===== config.mk =====
export PLATFORM = sky130hd
export DESIGN_NAME = quat_operand_loader
export DESIGN_NICKNAME = d
export VERILOG_FILES = /design/src/rtl/quat_operand_loader.sv
export SDC_FILE = /design/constraint.sdc
export NUM_CORES = 1
export LEC_CHECK = 0
export CAP_MARGIN = 5
export CORE_MARGIN = 4
export CORE_UTILIZATION = 29
export CTS_CLUSTER_SIZE = 24
export DETAILED_ROUTE_END_ITERATION = 8
export GPL_TIMING_DRIVEN = 0
export SLEW_MARGIN = 15
export SYNTH_ARGS = -nofsm -noshare
export SYNTH_HDL_FRONTEND = slang
export SYNTH_SLANG_ARGS = --single-unit

===== constraint.sdc =====
create_clock -name clk -period 3.1 [get_ports clk]
set_input_delay 0.31 -clock clk [delete_from_list [all_inputs] [get_ports clk]]
set_output_delay 0.31 -clock clk [all_outputs]
set_load 0.01 [all_outputs]

===== src/rtl/quat_operand_loader.sv =====
// Serial-to-parallel operand loader for the quaternion multiplier: packs 8-word frames
// into operand pairs and queues them in a small FIFO. Optional macro QUAT_CONJ_EN adds b_conj.
module quat_operand_loader #(
  parameter int DW    = 16,
  parameter int DEPTH = 2
) (
  input  logic                       clk,
  input  logic                       rst_n,
  input  logic                       in_valid,
  output logic                       in_ready,
  input  logic [DW-1:0]              in_data,
  input  logic                       in_last,
`ifdef QUAT_CONJ_EN
  input  logic                       b_conj,
`endif
  output logic                       out_valid,
  input  logic                       out_ready,
  output logic [DW-1:0]              a0,
  output logic [DW-1:0]              a1,
  output logic [DW-1:0]              a2,
  output logic [DW-1:0]              a3,
  output logic [DW-1:0]              b0,
  output logic [DW-1:0]              b1,
  output logic [DW-1:0]              b2,
  output logic [DW-1:0]              b3,
  output logic [$clog2(DEPTH+1)-1:0] level,
  output logic                       frame_err
);

  localparam int PW = (DEPTH > 1) ? $clog2(DEPTH) : 1;
  localparam int LW = $clog2(DEPTH+1);

  function automatic logic [PW-1:0] ptr_inc(input logic [PW-1:0] p);
    if (p == PW'(DEPTH-1)) ptr_inc = '0;
    else                   ptr_inc = p + PW'(1);
  endfunction

  function automatic logic [DW-1:0] neg_word(input logic [DW-1:0] x);
    neg_word = {DW{1'b0}} - x;
  endfunction

  // Entry layout: index 0..3 = a0..a3, 4..7 = b0..b3.
  logic [2:0]             cnt_q, cnt_d;
  logic [6:0][DW-1:0]     asm_q, asm_d;
  logic [7:0][DW-1:0]     mem_q [DEPTH];
  logic [7:0][DW-1:0]     mem_d [DEPTH];
  logic [PW-1:0]          wr_ptr_q, wr_ptr_d, rd_ptr_q, rd_ptr_d;
  logic [LW-1:0]          level_q, level_d;
  logic [7:0][DW-1:0]     head_q, head_d;
  logic                   out_valid_q, out_valid_d;
  logic                   in_ready_q, in_ready_d;
  logic                   frame_err_q, frame_err_d;
  logic                   accept_s, push_s, pop_s, conj_s;
  logic [7:0][DW-1:0]     push_data_s;

`ifdef QUAT_CONJ_EN
  assign conj_s = b_conj;
`else
  assign conj_s = 1'b0;
`endif

  always_comb begin
    accept_s    = in_valid && in_ready_q;
    pop_s       = out_valid_q && out_ready;
    push_s      = accept_s && (cnt_q == 3'd7) && in_last;
    cnt_d       = cnt_q;
    asm_d       = asm_q;
    frame_err_d = 1'b0;
    if (accept_s) begin
      // in_last must coincide exactly with the eighth word, otherwise drop the frame
      if (in_last != (cnt_q == 3'd7)) begin
        frame_err_d = 1'b1;
        cnt_d       = 3'd0;
      end else begin
        cnt_d = cnt_q + 3'd1;
        if (cnt_q != 3'd7) asm_d[cnt_q] = in_data;
      end
    end

    for (int i = 0; i < 7; i++) push_data_s[i] = asm_q[i];
    push_data_s[7] = in_data;
    if (conj_s) begin
      for (int i = 5; i < 8; i++) push_data_s[i] = neg_word(push_data_s[i]);
    end

    mem_d = mem_q;
    if (push_s) mem_d[wr_ptr_q] = push_data_s;
    wr_ptr_d = push_s ? ptr_inc(wr_ptr_q) : wr_ptr_q;
    rd_ptr_d = pop_s  ? ptr_inc(rd_ptr_q) : rd_ptr_q;
    case ({push_s, pop_s})
      2'b10:   level_d = level_q + LW'(1);
      2'b01:   level_d = level_q - LW'(1);
      default: level_d = level_q;
    endcase

    // The next head may be the entry being written on this very edge
    if (level_d == '0)                           head_d = '0;
    else if (push_s && (rd_ptr_d == wr_ptr_q))   head_d = push_data_s;
    else                                         head_d = mem_q[rd_ptr_d];

    out_valid_d = (level_d != '0);
    in_ready_d  = !((cnt_d == 3'd7) && (level_d == LW'(DEPTH)));
  end

  always_ff @(posedge clk or negedge rst_n) begin
    if (!rst_n) begin
      cnt_q       <= 3'd0;
      asm_q       <= '0;
      for (int i = 0; i < DEPTH; i++) mem_q[i] <= '0;
      wr_ptr_q    <= '0;
      rd_ptr_q    <= '0;
      level_q     <= '0;
      head_q      <= '0;
      out_valid_q <= 1'b0;
      in_ready_q  <= 1'b1;
      frame_err_q <= 1'b0;
    end else begin
      cnt_q       <= cnt_d;
      asm_q       <= asm_d;
      for (int i = 0; i < DEPTH; i++) mem_q[i] <= mem_d[i];
      wr_ptr_q    <= wr_ptr_d;
      rd_ptr_q    <= rd_ptr_d;
      level_q     <= level_d;
      head_q      <= head_d;
      out_valid_q <= out_valid_d;
      in_ready_q  <= in_ready_d;
      frame_err_q <= frame_err_d;
    end
  end

  assign in_ready  = in_ready_q;
  assign out_valid = out_valid_q;
  assign level     = level_q;
  assign frame_err = frame_err_q;
  assign a0 = head_q[0];
  assign a1 = head_q[1];
  assign a2 = head_q[2];
  assign a3 = head_q[3];
  assign b0 = head_q[4];
  assign b1 = head_q[5];
  assign b2 = head_q[6];
  assign b3 = head_q[7];

endmodule


# After elaboration in Yosys (flattened, before gate mapping)
# Cells that the tools add are included.
[totals]
input_bits = 21
out_inout_bits = 133
wordCells = 90
register_bits = 506
[op_classes]
n_eq_ne = 8
n_reduce_logical = 12
muxes = 19
order_cmp = 5
bitwise = 3
add_sub_neg = 5
[op_table]
columns = ["op", "n"]
rows = [
  ["two-way mux 128 bit", 6],
  ["bitwise mux 256 bit", 1],
  ["demux 128 bit (select 1 bit)", 1],
  ["bitwise mux 112 bit", 1],
  ["demux 16 bit (select 3 bit)", 1],
  ["two-way mux 16 bit", 1],
  ["logical AND 1 bit", 8],
  ["== test 3 bit, second input constant", 2],
  ["two-way mux 3 bit", 2],
  ["two-way mux 1 bit", 5],
  ["== test 2 bit, second input constant", 2],
  ["greater-or-equal comparator 2 bit, second input constant", 2],
  ["< comparator 3 x 4 -> 1 bit, second input constant", 1],
  ["inverter 1 -> 2 bit", 2],
  ["one-hot mux 2 bit (2 select lines)", 1],
  ["adder 3 x 1 -> 3 bit, second input constant", 1],
  ["greater-or-equal comparator 3 x 1 -> 1 bit, second input constant", 1],
  ["!= test 3 bit, second input constant", 1],
  ["AND reduction 3 bit", 1],
  ["adder 1 bit, second input constant", 2],
  ["adder 2 x 1 -> 2 bit, second input constant", 1],
  ["== test 2 x 1 -> 1 bit, second input constant", 1],
  ["zero test 2 bit", 1],
  ["< comparator 2 x 1 -> 1 bit, second input constant", 1],
  ["6 further kinds", 6],
]

# Logic depth before layout (Yosys ltp)
[depth]
depth_word = 9
ltp_mapped = 13
mapped_depth_nobuf = 10

# Least setup slack after synthesis
# Ideal clock, no wire load.
[synth_timing]
path_type = "reg2reg"
start = "register cnt_q[0]"
end = "register head_q (netlist bit a3[15])"
t_required_ns = 2.953
path_stages_with_launch = 13
slack_ns = 0.438
synth_period_minus_slack_ns = 2.662
t_arrival_ns = 2.516
setup_ns = 0.147
path_buffers = 3
cell_sequence = "dfrtp_1 > ha_1 > ha_1 > nand2_1 > nor2_1 > inv_1 > clkbuf_1 > ha_1 > nor2_1 > a21o_1 > clkbuf_1 > clkbuf_1 > a311oi_1"
[synth_rtl]
columns = ["item", "line_no", "source"]
rows = [
  ["start: declaration", "43", "logic [2:0] cnt_q, cnt_d;"],
  ["start signal: assignment", "118", "cnt_q <= cnt_d;"],
  ["end signal: assignment", "113", "head_q <= '0;"],
  ["end signal: assignment", "124", "head_q <= head_d;"],
  ["end: declaration", "49", "logic [7:0][DW-1:0] head_q, head_d;"],
]

==> impl_metrics.sql <==
INSERT INTO impl_metrics (metric_group, metric, value, unit) VALUES
('timing', 'final_max_slew_viol_count', '0', ''),
('route', 'vias', '13800', ''),
('yosys', 'netlist-cell-type-count', '30', ''),
('clock_network', 'tritoncts.num_buffers', '51', ''),
('worst_hold_path', 'hp-class', 'in2async', ''),
('clock_network', 'tritoncts', 'built', ''),
('yosys', 'syn_area_per_cell', '13.0', 'µm²'),
('critical_path', 'path_class', 'reg2reg', ''),
('yosys', 'netlist_instances', '1574', ''),
('yosys', 'synth_mux_area_share', '20.3', '%'),
('power_and_ir_drop', 'total_switching_power', '5.83', 'mW'),
('critical_path', 'critical_path_required', '3500', 'ps'),
('floorplan', 'fp.dieW', '273', 'µm'),
('floorplan', 'fp.dieH', '273', 'µm'),
('yosys', 'synth_fp_nets', '1598', ''),
('power_and_ir_drop', 'clock_power_share', '36.0', '%'),
('floorplan', 'boundaryPins', '154', ''),
('yosys', 'post_synth_instance_area', '20400', 'µm²'),
('clock_network', 'clock_tree.buffer_depth', '3', ''),
('outcome', 'outcome', 'finished, final reports clean', ''),
('clock_network', 'h_tree_depth', '2', ''),
('timing', 'worst_clock_skew_on_the_final_layout', '26.8', 'ps'),
('yosys', 'synth_simple_gate_area_share', '8.79', '%'),
('critical_path', 'path_max_fanout', '10', ''),
('layout', 'post_route_cell_area', '25600', 'µm²'),
('power_and_ir_drop', 'power_per_cell_area', '690', 'nW/µm²'),
('clock_network', 'path_clk_slew', '60', 'ps'),
('yosys', 'yosysTopAreaCell', 'sky130_fd_sc_hd__dfrtp_1', ''),
('critical_path', 'crit_path_end_kind', 'flop', ''),
('flow_run', 'maxcap_viol_count', '0', ''),
('place', 'place.detailed.hpwl', '39900', 'µm'),
('clock_network', 'cts_setup_buffers', '0', ''),
('clock_network', 'clk_root_buffer_cell', 'sky130_fd_sc_hd__clkbuf_16', ''),
('floorplan', 'number_of_cell_rows', '97', ''),
('critical_path', 'endpoint_arrival_time_on_the_critical_path', '3360', 'ps'),
('yosys', 'largest_family_of_logic_cells_by_synthesized_area', 'multiplexers', ''),
('clock_network', 'clock_latency', '610', 'ps'),
('grt', 'grt_antenna_before_repair', '9', ''),
('route', 'routed_via_density', '5.01', ''),
('yosys', 'synth_compound_area_share', '5.60', '%'),
('grt', 'largest_net_degree_at_the_start_of_global_routing', '109', ''),
('layout', 'drive_gt1_share', '32.0', '%'),
('timing', 'max_freq', '0.337', 'GHz'),
('layout', 'area_growth_syn_to_layout', '25.3', '%'),
('layout', 'utilization', '36.6', '%'),
('grt', 'grt.total_usage', '16.4', '%'),
('layout', 'fin_nets', '1795', ''),
('grt', 'grt_overflow', '0', ''),
('power_and_ir_drop', 'cellLeakagePower', '11.2', 'nW'),
('layout', 'most-common-layout-cells', 'sky130_fd_sc_hd__dfrtp_1, sky130_fd_sc_hd__mux2_2, sky130_fd_sc_hd__nand2_1, sky130_fd_sc_hd__clkdlybuf4s50_1, sky130_fd_sc_hd__nor3_1', ''),
('floorplan', 'die_area', '74800', 'µm²'),
('timing', 'slew_headroom', '17.9', '%'),
('grt', 'grt_pass1_wl', '93500', 'µm'),
('critical_path', 'startpoint_type', 'flop', ''),
('yosys', 'synthDominantCellAreaShare', '61.8', '%'),
('power_and_ir_drop', 'peakVddDrop', '0.000417', 'V'),
('power_and_ir_drop', 'power', '17.7', 'mW'),
('power_and_ir_drop', 'p_sw_share', '33.0', '%'),
('power_and_ir_drop', 'internal_power', '11.8', 'mW'),
('route', 'drcViolationCount', '0', ''),
('yosys', 'synth-xor-area-share', '0.386', '%'),
('timing', 'shortest_period_the_worst_path_allows', '2960', 'ps'),
('route', 'final_antenna_net_count', '0', ''),
('grt', 'via_count_of_the_first_global_routing_pass', '14500', ''),
('timing', 'max_slew.worst_pin.slew', '1230', 'ps'),
('route', 'detail_route.first_pass.iterations', '5', ''),
('timing', 'final_critical_path_share_of_the_clock_period', '95.6', '%'),
('timing', 'hold_viol', '0', ''),
('power_and_ir_drop', 'comb_power_share', '20.7', '%'),
('route', 'drt-wirelength-per-cell', '22.4', 'µm'),
('yosys', 'portion_of_the_post_synthesis_area_used_by_sequential_elements', '62.0', '%');
==> state kept, by name, summed over array words and instances, names as in the netlist <==
signal     count
in_ready       1
out_valid      1
a3            16
b3            16
mem_q        256
b1            16
asm_q        112
frame_err      1
cnt_q          3
level          2
a0            16
wr_ptr_q       1
a2            16
b2            16
a1            16
b0            16
rd_ptr_q       1
==> area by class of cell <==
type                            instances  area (µm²)  share of cell area [%]
Multi-Input combinational cell        926        7830                    30.6
Tap cell                              940        1180                    4.59
Buffer                                138         637                    2.49
Antenna cell                            3        7.51                  0.0293
Timing Repair Buffer                  144        1540                    6.01
Clock buffer                           78        1530                    5.97
Inverter                                4        15.0                  0.0586
Sequential cell                       506       12700                    49.5
Clock inverter                         16         204                   0.797
==> routing by layer <==
metal,vias up,track usage (%),part of all wire (%)
met5,-,0,0.044
met1,7276,21.6,43
met3,109,3.05,5.6
li1,6010,-,-
met2,406,26.8,48
met4,4,6.29,3.4
==> path summary, 6_finish.rpt <==
| path | startpoint | endpoint | slack [ps] | depth (start not counted) |
|---|---|---|---|---|
| worst max-delay path | cnt_q[0]$_DFF_PN0_ | a3[6]$_DFF_PN0_ | 140 | 8 |
| worst min-delay path | rst_n | a0[5]$_DFF_PN0_ | 210 | 2 |
| worst max register to register | cnt_q[0]$_DFF_PN0_ | a3[6]$_DFF_PN0_ | 140 | 8 |
| worst min register to register | mem_q[37]$_DFFE_PN0P_ | mem_q[37]$_DFFE_PN0P_ | 510 | 1 |
| max in group asynchronous | rst_n | mem_q[182]$_DFFE_PN0P_ | 1240 | 5 |
| min in group clk | in_data[9] | asm_q[57]$_DFFE_PN0P_ | 360 | 2 |
==> stage by stage <==
step	hold slack, ps	setup TNS (ps)	setup WS (ps)	std cells
3_3_place_gp	486	-	-19740	2651
2_1_floorplan	14.4	0	438	1574
4_1_cts	201	-6.64	-6.64	2752
6_report	214	0	136	2755
5_1_grt	243	0	8.52	2754
3_5_place_dp	249	-93360	-929	2657
==> power by group through the flow <==
stage / combinational, mW / clock [mW] / sequential [mW]
after CTS: 3.66 / 6.53 / 7.62
final: 3.66 / 6.36 / 7.64
after detailed placement: 3.37 / 0 / 7.74
after global routing: 3.89 / 6.79 / 7.71
after global placement: 3.31 / 0 / 7.70
after floorplan: 1.90 / 0 / 7.62
==> synthesized netlist by cell type, drive strengths merged <==
master	instances
xor2	3
nor2	7
nand2b	1
nor3	129
nand3b	2
dfrtp	505
nand3	1
a21oi	1
buf	42
dfstp	1
o21ai	2
nor3b	3
inv	4
a21o	1
clkbuf	96
or4	1
a311oi	128
mux2	368
ha	3
nor4b	1
nand4	2
xnor2	6
nand2	267
==> worst max-delay path, stage by stage (launching register included) <==
cell	delay (ps)
sky130_fd_sc_hd__dfrtp_1	420
sky130_fd_sc_hd__ha_1	220
sky130_fd_sc_hd__ha_2	200
sky130_fd_sc_hd__nand2_1	80
sky130_fd_sc_hd__nor2_2	50
sky130_fd_sc_hd__nand2b_1	90
sky130_fd_sc_hd__clkbuf_1	690
sky130_fd_sc_hd__clkbuf_1	740
sky130_fd_sc_hd__a311oi_2	250
==> repair_timing <==
action                                 4_1_cts  5_1_grt
gates resized for setup                    114       19
pin swaps                                    1        1
endpoints found under the hold margin       47        0
cloned                                       0        0
setup endpoints to repair                  128      118
hold buffers                                 1        0
==> logic make-up after synthesis <==
group / count (synthesis)
flops: 506
simple gates: 414
mux: 368
buf+inv: 142
compound gates: 132
xor+xnor: 9
fa+ha+maj: 3
Note: power is estimated with default switching activity, not from simulation.
